File: config.mk
export PLATFORM = sky130hd
export DESIGN_NAME = adc_decim
export DESIGN_NICKNAME = d
export VERILOG_FILES = /design/src/rtl/adc_decim_pkg.sv /design/src/rtl/adc_lane_pack.sv /design/src/rtl/adc_decim.sv
export SDC_FILE = /design/constraint.sdc
export NUM_CORES = 1
export LEC_CHECK = 0
export CELL_PAD_IN_SITES_DETAIL_PLACEMENT = 1
export CELL_PAD_IN_SITES_GLOBAL_PLACEMENT = 2
export CORE_MARGIN = 5
export CORE_UTILIZATION = 30
export CTS_CLUSTER_DIAMETER = 40
export DETAILED_ROUTE_END_ITERATION = 16
export GPL_TIMING_DRIVEN = 1
export MAX_ROUTING_LAYER = met4
export PLACE_DENSITY = 0.74
export SETUP_SLACK_MARGIN = 0.05
export SLEW_MARGIN = 20
export SYNTH_ARGS = -nofsm -noshare
export SYNTH_HDL_FRONTEND = slang
export SYNTH_HIERARCHICAL = 1
export SYNTH_SLANG_ARGS = --single-unit
File: constraint.sdc
create_clock -name clk -period 4.07 [get_ports clk]
set_clock_uncertainty 0.15 [all_clocks]
set_input_delay 0.814 -clock clk [delete_from_list [all_inputs] [get_ports clk]]
set_output_delay 0.814 -clock clk [all_outputs]
set_load 0.005 [all_outputs]
File: src/rtl/adc_decim_pkg.sv
// adc_decim_pkg: reduction mode codes and controller state encoding for the ADC decimator.
package adc_decim_pkg;
  localparam logic [1:0] MODE_MAX     = 2'd0;
  localparam logic [1:0] MODE_MIN     = 2'd1;
  localparam logic [1:0] MODE_FIRST   = 2'd2;
  localparam logic [1:0] MODE_ABSPEAK = 2'd3;
  typedef enum logic [1:0] {ST_IDLE, ST_RUN, ST_FLUSH} state_t;
endpackage

File: src/rtl/adc_lane_pack.sv
// adc_lane_pack: packs DATA_W results into OUT_W words, lane 0 in the LSBs; flush emits a partial word marked last.
module adc_lane_pack #(
  parameter int DATA_W = 8,
  parameter int OUT_W  = 32,
  localparam int LANES = OUT_W / DATA_W,
  localparam int LW    = $clog2(LANES + 1)
) (
  input  logic              clk,
  input  logic              rst_n,
  input  logic              i_clr,
  input  logic              i_wr,
  input  logic [DATA_W-1:0] i_data,
  input  logic              i_flush,
  output logic [OUT_W-1:0]  o_data,
  output logic              o_vld,
  output logic              o_last,
  output logic [LW-1:0]     o_lanes
);
  logic [OUT_W-1:0] r_buf;
  logic [LW-1:0]    r_cnt;
  logic [OUT_W-1:0] w_buf;
  logic             w_full;

  assign w_buf  = r_buf | (i_wr ? OUT_W'(i_data) << (r_cnt * DATA_W) : '0);
  assign w_full = i_wr && (r_cnt == LW'(LANES - 1));

  always_ff @(posedge clk or negedge rst_n) begin
    if (!rst_n) begin
      r_buf   <= '0;
      r_cnt   <= '0;
      o_data  <= '0;
      o_vld   <= 1'b0;
      o_last  <= 1'b0;
      o_lanes <= '0;
    end else begin
      o_vld <= 1'b0;
      if (i_clr) begin
        r_buf <= '0;
        r_cnt <= '0;
      end else if (w_full) begin
        o_data  <= w_buf;
        o_lanes <= LW'(LANES);
        o_last  <= 1'b0;
        o_vld   <= 1'b1;
        r_buf   <= '0;
        r_cnt   <= '0;
      end else if (i_wr) begin
        r_buf <= w_buf;
        r_cnt <= r_cnt + 1'b1;
      end else if (i_flush && r_cnt != '0) begin
        o_data  <= r_buf;
        o_lanes <= r_cnt;
        o_last  <= 1'b1;
        o_vld   <= 1'b1;
        r_buf   <= '0;
        r_cnt   <= '0;
      end
    end
  end
endmodule

File: src/rtl/adc_decim.sv
// adc_decim: reduces each window of i_ratio ADC samples to one value (max/min/first/abs-peak) and packs the results into words.
module adc_decim
  import adc_decim_pkg::*;
#(
  parameter int DATA_W  = 8,
  parameter int RATIO_W = 8,
  parameter int OUT_W   = 32,
  localparam int LANES  = OUT_W / DATA_W,
  localparam int LW     = $clog2(LANES + 1)
) (
  input  logic               clk,
  input  logic               rst_n,
  input  logic               i_sync,
  input  logic [DATA_W-1:0]  i_adc_data,
  input  logic [RATIO_W-1:0] i_ratio,
  input  logic [1:0]         i_mode,
  input  logic               i_complite,
  output logic [OUT_W-1:0]   o_out_data,
  output logic               o_out_vld,
  output logic               o_out_last,
  output logic [LW-1:0]      o_out_lanes
);
  state_t             r_state, w_next;
  logic [RATIO_W-1:0] r_ratio, r_wcnt;
  logic [1:0]         r_mode;
  logic [DATA_W-1:0]  r_acc, r_res;
  logic               r_vld, r_pend;
  logic [RATIO_W-1:0] w_eff_ratio, w_cnt_nx;
  logic [DATA_W-1:0]  w_fold;
  logic               w_run, w_done, w_flush;

  // Magnitude needs one extra bit so the most negative sample outranks everything.
  function automatic logic [DATA_W:0] mag(input logic [DATA_W-1:0] x);
    return x[DATA_W-1] ? -{x[DATA_W-1], x} : {1'b0, x};
  endfunction

  assign w_eff_ratio = (i_ratio == '0) ? RATIO_W'(1) : i_ratio;
  assign w_cnt_nx    = r_wcnt + 1'b1;
  assign w_done      = w_cnt_nx == r_ratio;
  assign w_run       = r_state == ST_RUN && !i_complite;
  assign w_fold = (r_wcnt == '0) ? i_adc_data :
                  (r_mode == MODE_MAX) ? ((i_adc_data > r_acc) ? i_adc_data : r_acc) :
                  (r_mode == MODE_MIN) ? ((i_adc_data < r_acc) ? i_adc_data : r_acc) :
                  (r_mode == MODE_ABSPEAK && mag(i_adc_data) > mag(r_acc)) ? i_adc_data : r_acc;

  always_ff @(posedge clk or negedge rst_n) begin
    if (!rst_n) r_state <= ST_IDLE;
    else        r_state <= w_next;
  end

  // A result still being packed on the complite cycle delays the flush by one cycle.
  always_comb begin
    w_next  = r_state;
    w_flush = 1'b0;
    if (i_sync) w_next = ST_RUN;
    else if (r_state == ST_RUN && i_complite) w_next = ST_FLUSH;
    else if (r_state == ST_FLUSH && !r_pend) begin
      w_next  = ST_IDLE;
      w_flush = 1'b1;
    end
  end

  always_ff @(posedge clk or negedge rst_n) begin
    if (!rst_n) begin
      r_ratio <= '0;
      r_wcnt  <= '0;
      r_mode  <= '0;
      r_acc   <= '0;
      r_res   <= '0;
      r_vld   <= 1'b0;
      r_pend  <= 1'b0;
    end else begin
      r_vld  <= 1'b0;
      r_pend <= !i_sync && r_state == ST_RUN && i_complite && r_vld;
      if (i_sync) begin
        r_ratio <= w_eff_ratio;
        r_mode  <= i_mode;
        r_acc   <= i_adc_data;
        r_res   <= i_adc_data;
        r_vld   <= w_eff_ratio == RATIO_W'(1);
        r_wcnt  <= (w_eff_ratio == RATIO_W'(1)) ? '0 : RATIO_W'(1);
      end else if (w_run) begin
        if (w_done) begin
          r_res  <= w_fold;
          r_vld  <= 1'b1;
          r_wcnt <= '0;
        end else begin
          r_acc  <= w_fold;
          r_wcnt <= w_cnt_nx;
        end
      end
    end
  end

  adc_lane_pack #(.DATA_W(DATA_W), .OUT_W(OUT_W)) u_pack (
    .clk     (clk),
    .rst_n   (rst_n),
    .i_clr   (i_sync),
    .i_wr    (r_vld && !i_sync),
    .i_data  (r_res),
    .i_flush (w_flush),
    .o_data  (o_out_data),
    .o_vld   (o_out_vld),
    .o_last  (o_out_last),
    .o_lanes (o_out_lanes)
  );
endmodule

==> run summary, run 1 <==
After layout, the worst path uses 93.7% of the clock period. In this run the worst path has a maximum fanout of 7. The maximum count of clock buffers along a single path is 2, and the initial core utilization is 30.6%.

The number of antenna violations at the first check in global routing was 0. In this run the remaining antenna-violating nets after routing total 0. After floorplanning, the core was sized to cover 18800 um^2. Setup violations remaining at the end of the flow were counted as 0. The logs give 9 for the total CTS buffers and 15.2% for the all-layer global routing usage. Dividing the detail-routed wire length by the instance count gives 17.7 um. The count of pins on the block boundary was 59; the non-filler instance count after layout was 876.

The number of global-route vias before repair was 5034; the average instance area after synthesis was 10.1 um^2. The classification of the worst-slack hold path is in -> async. The smallest clock period supported by the final layout is computed as 3.81 ns. The logs give 0.326 ns for the worst hold slack and 0.54 ns for the reg-to-reg setup timing slack.

Once placement completed, the tool counted placed cells totaling 859. The tools report the count of hold-fix buffers inserted at cts as 0. The unique cell type count in the Yosys netlist was 65. Peak ir drop on the vdd network: 0.000206 V.

The post-route netlist has 14.3% of its cells at a drive strength greater than 1. Endpoint of the most critical register-to-register path: r_res[3]$_DFFE_PN0P_. The clock drives 110 sinks. The synthesis-stage register bit count was 110. Routability-driven placement finished with a final weighted congestion of 0.824.

TritonCTS built the clock tree. Global routing finished with a remaining overflow of 0. In the synthesized netlist the async set-or-reset flop fraction comes to 100%.

The run gives 0 as the max-slew violation total from the final report. From bottom edge to top edge, the die measures 148 um. CTS placed an instance of sky130_fd_sc_hd__clkbuf_16 at the clock tree root. In the routed layout, each cell is associated on average with a via count of 5.19.

When the netlist entered floorplanning its net count stood at 613. At the pin with the least slew margin, the transition time is 0.881 ns. From left edge to right edge, the die measures 148 um. Maximum level of the CTS H-tree: 3. Sorting the synthesized cells by area gives the leading types as sky130_fd_sc_hd__dfrtp_1 (48%), sky130_fd_sc_hd__a21oi_1 (6.4%), sky130_fd_sc_hd__a2111oi_0 (5.0%).

For the maximum clock frequency, the log shows 262 MHz. The tools report the critical path startpoint as i_adc_data[4]. Summed over its instances, the top area cell type makes up 48.0% of the synthesized netlist area. The clock reaches the later pin of the worst-skew pair after 0.36 ns. Area added between synthesis and finish: 21.6%. The first routing iteration left 188 violations. The run gives 26.2 mm as the wire length of the first global-routing pass. Count of port buffers added during placement: 58. The element type at the critical path start is a primary input. The floorplan step defined a die boundary enclosing 22000 um^2. The tool flagged a number of max-cap violations equal to 0.

The worst-case headroom to the max-slew limit is 40.8%. The tools report the element type at the critical path end as a flip-flop. The run gives 3.10 nW as the leakage power summed over all cells. The synthesized design spends more area on one cell type than any other, namely sky130_fd_sc_hd__dfrtp_1. The tools report the cell area after synthesis as 5740 um^2.

Once placement finished, the instance area stood at 6640 um^2. Setup repair after global routing left no endpoint under its margin. The run finished with clean final reports. The total power divided by cell area was 437 nW/um^2. Once layout is done, the placed cells without fillers occupy 6980 um^2.

The sequential element share of the synthesized area was 48.0%; the count of flip-flops with a built-in enable after synthesis was 0. In this run the critical register-to-register path is launched from r_acc[1]$_DFFE_PN0P_. The most used flip-flop cell after synthesis is sky130_fd_sc_hd__dfrtp_1.

The critical path is of the in -> reg type. The floorplan has 50 rows. Clock-pin slew on the worst setup and hold paths: 0.08 ns. At the worst endpoint, the required time is 4.17 ns.

Detailed routing inserted a total of 4544 vias. The maximum number of pins on one net before global-route repair was 49. The Yosys step of the flow raised 6 warnings. Before antenna repair, the detailed router went through 4 iterations. The cell count of the worst reg-to-reg path was 13. Data arrives at the worst endpoint at 3.91 ns.

The final net count is 682. The repair_antennas step left the layout with diodes totalling 0. The number of endpoints with negative hold slack in the final report is 0. HPWL after detailed placement: 11.3 mm. In the routed design, unresolved DRC markers number 0. The routed design has 15.5 mm of wire. The number of instances in the synthesized netlist was 568.
area by class of cell:
cell class / instances / area, um^2
sequential: 110 / 2750
inverter: 58 / 218
clock buffer: 10 / 239
fill: 2140 / 11800
timing repair buffer: 83 / 761
tap: 234 / 293
clock inverter: 6 / 62.6
multi-input combinational: 375 / 2650
flip-flops by register name, summed over array words and instances, names as in the netlist:
signal          flops
r_acc               8
r_state             2
u_pack/o_lanes      3
r_wcnt              8
u_pack/r_buf       32
u_pack/o_vld        1
r_mode              2
r_pend              1
u_pack/o_data      32
r_res               8
u_pack/o_last       1
u_pack/r_cnt        3
r_vld               1
r_ratio             8
critical path: stages:
cell and delay, ns:
sky130_fd_sc_hd__clkdlybuf4s50_1 0.46, sky130_fd_sc_hd__buf_4 0.17, sky130_fd_sc_hd__o41ai_2 0.39, sky130_fd_sc_hd__xnor2_1 0.14
sky130_fd_sc_hd__ha_1 0.30, sky130_fd_sc_hd__nand4_1 0.14, sky130_fd_sc_hd__o311ai_0 0.44, sky130_fd_sc_hd__o21ai_2 0.13
sky130_fd_sc_hd__o22ai_4 0.28, sky130_fd_sc_hd__mux2_2 0.37, sky130_fd_sc_hd__mux2_2 0.26
through the flow:
step	util (%)	total power [mW]	setup TNS [ns]	worst slack (ns)
after CTS	37.0	3.07	0	0.132
after detailed placement	35.4	2.17	-5.50	-0.407
after global routing	37.2	3.23	0	0.0444
after global placement	35.4	2.12	-2.41	-0.193
after floorplan	-	1.84	0	0.545
final	37.2	3.05	0	0.258
worst max-delay path by stage:
| stage | depth (start not counted) | end | slack (ns) |
|---|---|---|---|
| 2_1_floorplan | 13 | r_res[3]$_DFFE_PN0P_ | 0.54 |
| 3_3_place_gp | 13 | r_acc[6]$_DFFE_PN0P_ | -0.19 |
| 3_5_place_dp | 12 | r_acc[3]$_DFFE_PN0P_ | -0.41 |
| 4_1_cts | 13 | r_res[3]$_DFFE_PN0P_ | 0.13 |
| 5_1_grt | 14 | r_res[3]$_DFFE_PN0P_ | 0.04 |
| 6_report | 11 | r_res[3]$_DFFE_PN0P_ | 0.26 |
cell families after synthesis:
family          after synthesis  share of synthesized area (%)
compound gates              161                           19.0
xor+xnor                     20                           3.05
fa+ha+maj                    23                           5.02
buf+inv                      83                           6.32
flops                       110                           48.0
mux                          35                           7.02
other cells                   2                          0.131
simple gates                134                           11.5
repair_timing:
| item | CTS | global route |
|---|---|---|
| setup buffers | 0 | 1 |
| resized for setup | 2 | 6 |
| pin swaps | 0 | 3 |
| endpoints found under the setup margin | 13 | 16 |
layer usage:
metal	vias to the layer above	global-route usage (%)	share of wire, %	wire length, um
met5	-	-	0	0
met4	0	6.61	2.7	420
met3	27	2.13	1.9	296
met2	60	25.5	49	7540
met1	2291	18.5	47	7210
li1	2166	-	-	-
placed cells by master, fill, tap and decap left out, types with 7 or more instances in the layout:
master	synthesis	final
sky130_fd_sc_hd__nor2_1	48	48
sky130_fd_sc_hd__ha_1	23	23
sky130_fd_sc_hd__o21ai_0	15	14
sky130_fd_sc_hd__mux2_2	22	22
sky130_fd_sc_hd__nand2_1	29	29
sky130_fd_sc_hd__dfrtp_1	110	110
sky130_fd_sc_hd__buf_4	1	26
sky130_fd_sc_hd__nand2b_1	7	7
sky130_fd_sc_hd__inv_1	56	56
sky130_fd_sc_hd__clkdlybuf4s50_1	0	56
sky130_fd_sc_hd__a21oi_1	73	73
sky130_fd_sc_hd__nor3_1	13	13
sky130_fd_sc_hd__a2111oi_0	33	32
sky130_fd_sc_hd__mux2i_1	8	8
sky130_fd_sc_hd__xnor2_1	16	16
sky130_fd_sc_hd__clkbuf_16	0	9
synth_stat cells, drive strengths merged (3+ instances only):
master	count
nor3	13
mux2	27
buf	10
xnor2	16
nand2	29
nand2b	7
o211ai	3
inv	58
nand3	6
clkbuf	15
dfrtp	110
mux2i	8
nor4	3
xor2	4
nor2	48
a21o	4
a31oi	6
a2111oi	33
nor2b	4
nand4	5
ha	23
o41ai	3
o21ai	18
a21oi	75
and2	5
power by group:
part | leakage (nW) | internal (mW) | switching [mW] | total, mW
clock | 0.148 | 0.449 | 0.441 | 0.890
sequential | 1.31 | 1.21 | 0.187 | 1.39
combinational | 1.64 | 0.389 | 0.376 | 0.764
total | 3.10 | 2.04 | 1.00 | 3.05
Power figures use the tool's default switching activity.
==> run 2, diff against run 1 <==
- GPL_ROUTABILITY_DRIVEN: default -> 0
==> results of run 2 <==
Final layout, timing and power as in run 1 (identical DEF).
==> run 3, diff against run 2 <==
- CORE_UTILIZATION: 30 -> 37
- PLACE_DENSITY: 0.74 -> 0.87
- TNS_END_PERCENT: default -> 20
==> run 3 against run 2 <==
Net effect:
- wire length shrank 4.8%
- register-to-register slack lost 0.06 ns
- first-iteration DRC count rose by 94%
- sequential share of layout area is 0.33 points higher
- largest cell class unchanged
- power decreased by 0.29%
- combinational power hardly changed
- clock-buffer cell count increased by 2
- maximum frequency is 1.4% lower
- sequential power about the same
- core utilization rose by 8.3 points
- via count is 0.62% lower
==> run summary, run 3 (synthesized netlist as in run 1, its figures left out) <==
Vias per cell: 5.46. The maximum clock frequency was 259 MHz. In this run, the combinational gates consume 25.0% of the power. After the last flow step, the layout net total stands at 679. The root buffer cell was sky130_fd_sc_hd__clkbuf_16. Sequential cells burn 45.7% of the power.

The wire-length estimate of the detail-placed layout is 10.7 mm. The floorplan has 45 rows. The tools report the switching power summed over all nets as 972 uW. Setup repair after global routing left no endpoint under its margin. Classification of the worst-slack hold path: in -> async.

STA puts the critical path data required time at 4.16 ns. 0 antenna diodes ended up in the layout. Max-cap violations in this run came to 0.

The clock network accounts for 29.3% of the total power. Global routing consumed, over all layers together, 17.5% of the routing resources. Number of global-route vias before repair: 4788.

The tools report the count of hold-fix buffers inserted at cts as 0. The die is 135 um tall. The tools report the number of antenna violations at the first check in global routing as 0. The transition time at the pin with the least slew margin was 0.877 ns. The tools report the detailed-router iteration count before antenna repair as 4. The final routed wire length divided by cell count was 17.8 um. The run finished with clean final reports. For the finished layout, the period the worst path requires is 3.87 ns.

The tools report the placed cell area as 6570 um^2. The max-slew violation total from the final report was 0; the overall die width was 135 um. The peak ir drop on the vdd network is 0.000242 V. The worst setup path is of the in -> reg kind. The number of clock sinks was 110. The finished layout holds 827 standard cells, fillers aside. In this run, the number of DRC markers left after iteration 0 of detailed routing was 365.

The initial utilization of the core area, before any placement, comes to 37.7%. Tracing the worst setup path back leads to its startpoint at i_adc_data[1]. The placed instance count came out at 810. The tools report the die footprint as 18100 um^2.

Entering global routing, the biggest net connects 60 pins. The maximum level of the CTS H-tree is 3. After routing, the total negative slack on setup checks comes to 0 ns.

The internal portion of the total power is 2.07 mW. The count of buffers added on input and output ports is 58. Data arrives at the worst endpoint at 3.96 ns. Of the total power, the share spent switching nets is 32.0%.

From synthesis to final layout, the design area changed by 20.6%. The number of endpoints with negative hold slack in the final report is 0. The run gives 14.7 mm as the total wire length after detailed routing. Headroom to the max-slew limit came out at 41.1%. The post-layout total power is 3.04 mW.

In the layout the commonest cells are sky130_fd_sc_hd__dfrtp_1 (110), sky130_fd_sc_hd__a21oi_1 (73), sky130_fd_sc_hd__inv_1 (56). Wire length of the first global-routing pass: 24.7 mm. The element type at the critical path start was a primary input. Setup violations remaining at the end of the flow were counted as 0. The largest registers in the layout are u_pack/o_data x32, u_pack/r_buf x32. Summing all non-filler instances in the final layout gives an area of 6920 um^2. The share of the cycle needed by the critical path after routing came out at 95.0%.

Global routing finished with a remaining overflow of 0. The startpoint identified for the worst register-to-register timing path is r_acc[1]$_DFFE_PN0P_. Prior to clock tree synthesis, the placed netlist has a worst setup slack of -0.454 ns. The leakage power summed over all cells was 3.11 nW. The total vias in the final route was 4516.

The element type at the critical path end is a flip-flop. In the routed design, unresolved DRC markers number 0. The total power divided by cell area works out to 439 nW/um^2. The tools report the clock latency on the worst-skew pair as 0.36 ns.

Setup slack on the critical path of the routed design comes to 0.202 ns. The maximum count of clock buffers along a single path came out at 2. Along the worst path, the maximum fanout reaches 7. For the count of pins on the block boundary, the log shows 59. Clock-pin slew was measured on the worst setup and hold paths at 0.07 ns.

Leaving out fill and tap cells, the most frequent cell in the layout is sky130_fd_sc_hd__dfrtp_1. Of the cells placed in the final design, the portion with a size suffix greater than 1 is 14.1%. For the number of nets with antenna violations after detailed routing, the log shows 0. Counting the buffers created by CTS gives 9. TritonCTS built the clock tree. The area of the core was 15200 um^2.
-- run 3: changes by cell type in the layout (fill, tap and decap cells not counted), sizes merged --
cell           before  now
buf                27   24
clkbuf             10   12
clkdlybuf4s50      56   55
clkinv              3    1
dlymetal6s2s        0    1
-- run 3: worst paths after layout --
path | end | slack (ns) | cells past startpoint
max in group asynchronous | r_acc[1]$_DFFE_PN0P_ | 2.66 | 2
worst min-delay path | r_mode[0]$_DFFE_PN0P_ | 0.34 | 1
worst max-delay path | r_res[5]$_DFFE_PN0P_ | 0.20 | 13
worst min register to register | u_pack/o_last$_DFFE_PN0P_ | 0.34 | 1
min in group clk | u_pack/o_last$_DFFE_PN0P_ | 0.34 | 1
worst max register to register | r_res[5]$_DFFE_PN0P_ | 0.48 | 13
-- run 3: through the flow --
step	hold WS (ns)	utilization, %
floorplan	0.308	-
global placement	0.316	43.2
detailed placement	0.323	43.2
CTS	0.338	45.3
global route	0.365	45.5
finish	0.336	45.5
-- run 3: critical path, cell delays in order --
cell                              delay, ns
sky130_fd_sc_hd__clkdlybuf4s50_1       0.49
sky130_fd_sc_hd__inv_1                 0.09
sky130_fd_sc_hd__ha_1                  0.22
sky130_fd_sc_hd__nand2b_1              0.19
sky130_fd_sc_hd__xnor2_2               0.15
sky130_fd_sc_hd__ha_1                  0.32
sky130_fd_sc_hd__a21oi_1               0.15
sky130_fd_sc_hd__o21ai_1               0.11
sky130_fd_sc_hd__a2111oi_2             0.37
sky130_fd_sc_hd__o21ai_2               0.15
sky130_fd_sc_hd__o22ai_4               0.26
sky130_fd_sc_hd__mux2_2                0.37
sky130_fd_sc_hd__mux2_2                0.27
-- run 3: layout make-up --
| class | count | area, um^2 |
|---|---|---|
| flip-flops and latches | 110 | 2750 |
| fillers | 1720 | 8280 |
| clock inverters | 4 | 35.0 |
| multi-input cells | 375 | 2660 |
| clock buffers | 12 | 267 |
| inverters | 58 | 218 |
| well taps | 188 | 235 |
| repair buffers | 80 | 753 |
-- run 3: metal layers --
metal	track usage, %	up-vias	routed length [um]
met3	2.38	28	356
met4	7.86	0	391
li1	-	2151	-
met5	-	-	0
met2	27.1	65	6880
met1	23.2	2272	7100
-- run 3: power groups by stage --
| stage | sequential [mW] | combinational [mW] | clock, mW |
|---|---|---|---|
| after CTS | 1.39 | 0.756 | 0.919 |
| after global routing | 1.41 | 0.844 | 0.949 |
| after global placement | 1.40 | 0.704 | 0 |
| after floorplan | 1.32 | 0.514 | 0 |
| final | 1.39 | 0.761 | 0.889 |
| after detailed placement | 1.40 | 0.744 | 0 |
-- run 3: timing repair --
item	4_1_cts	5_1_grt
pin swaps	1	4
gates cloned	0	0
buffers inserted	0	1
gates resized for setup	3	7
setup endpoints to repair	13	14
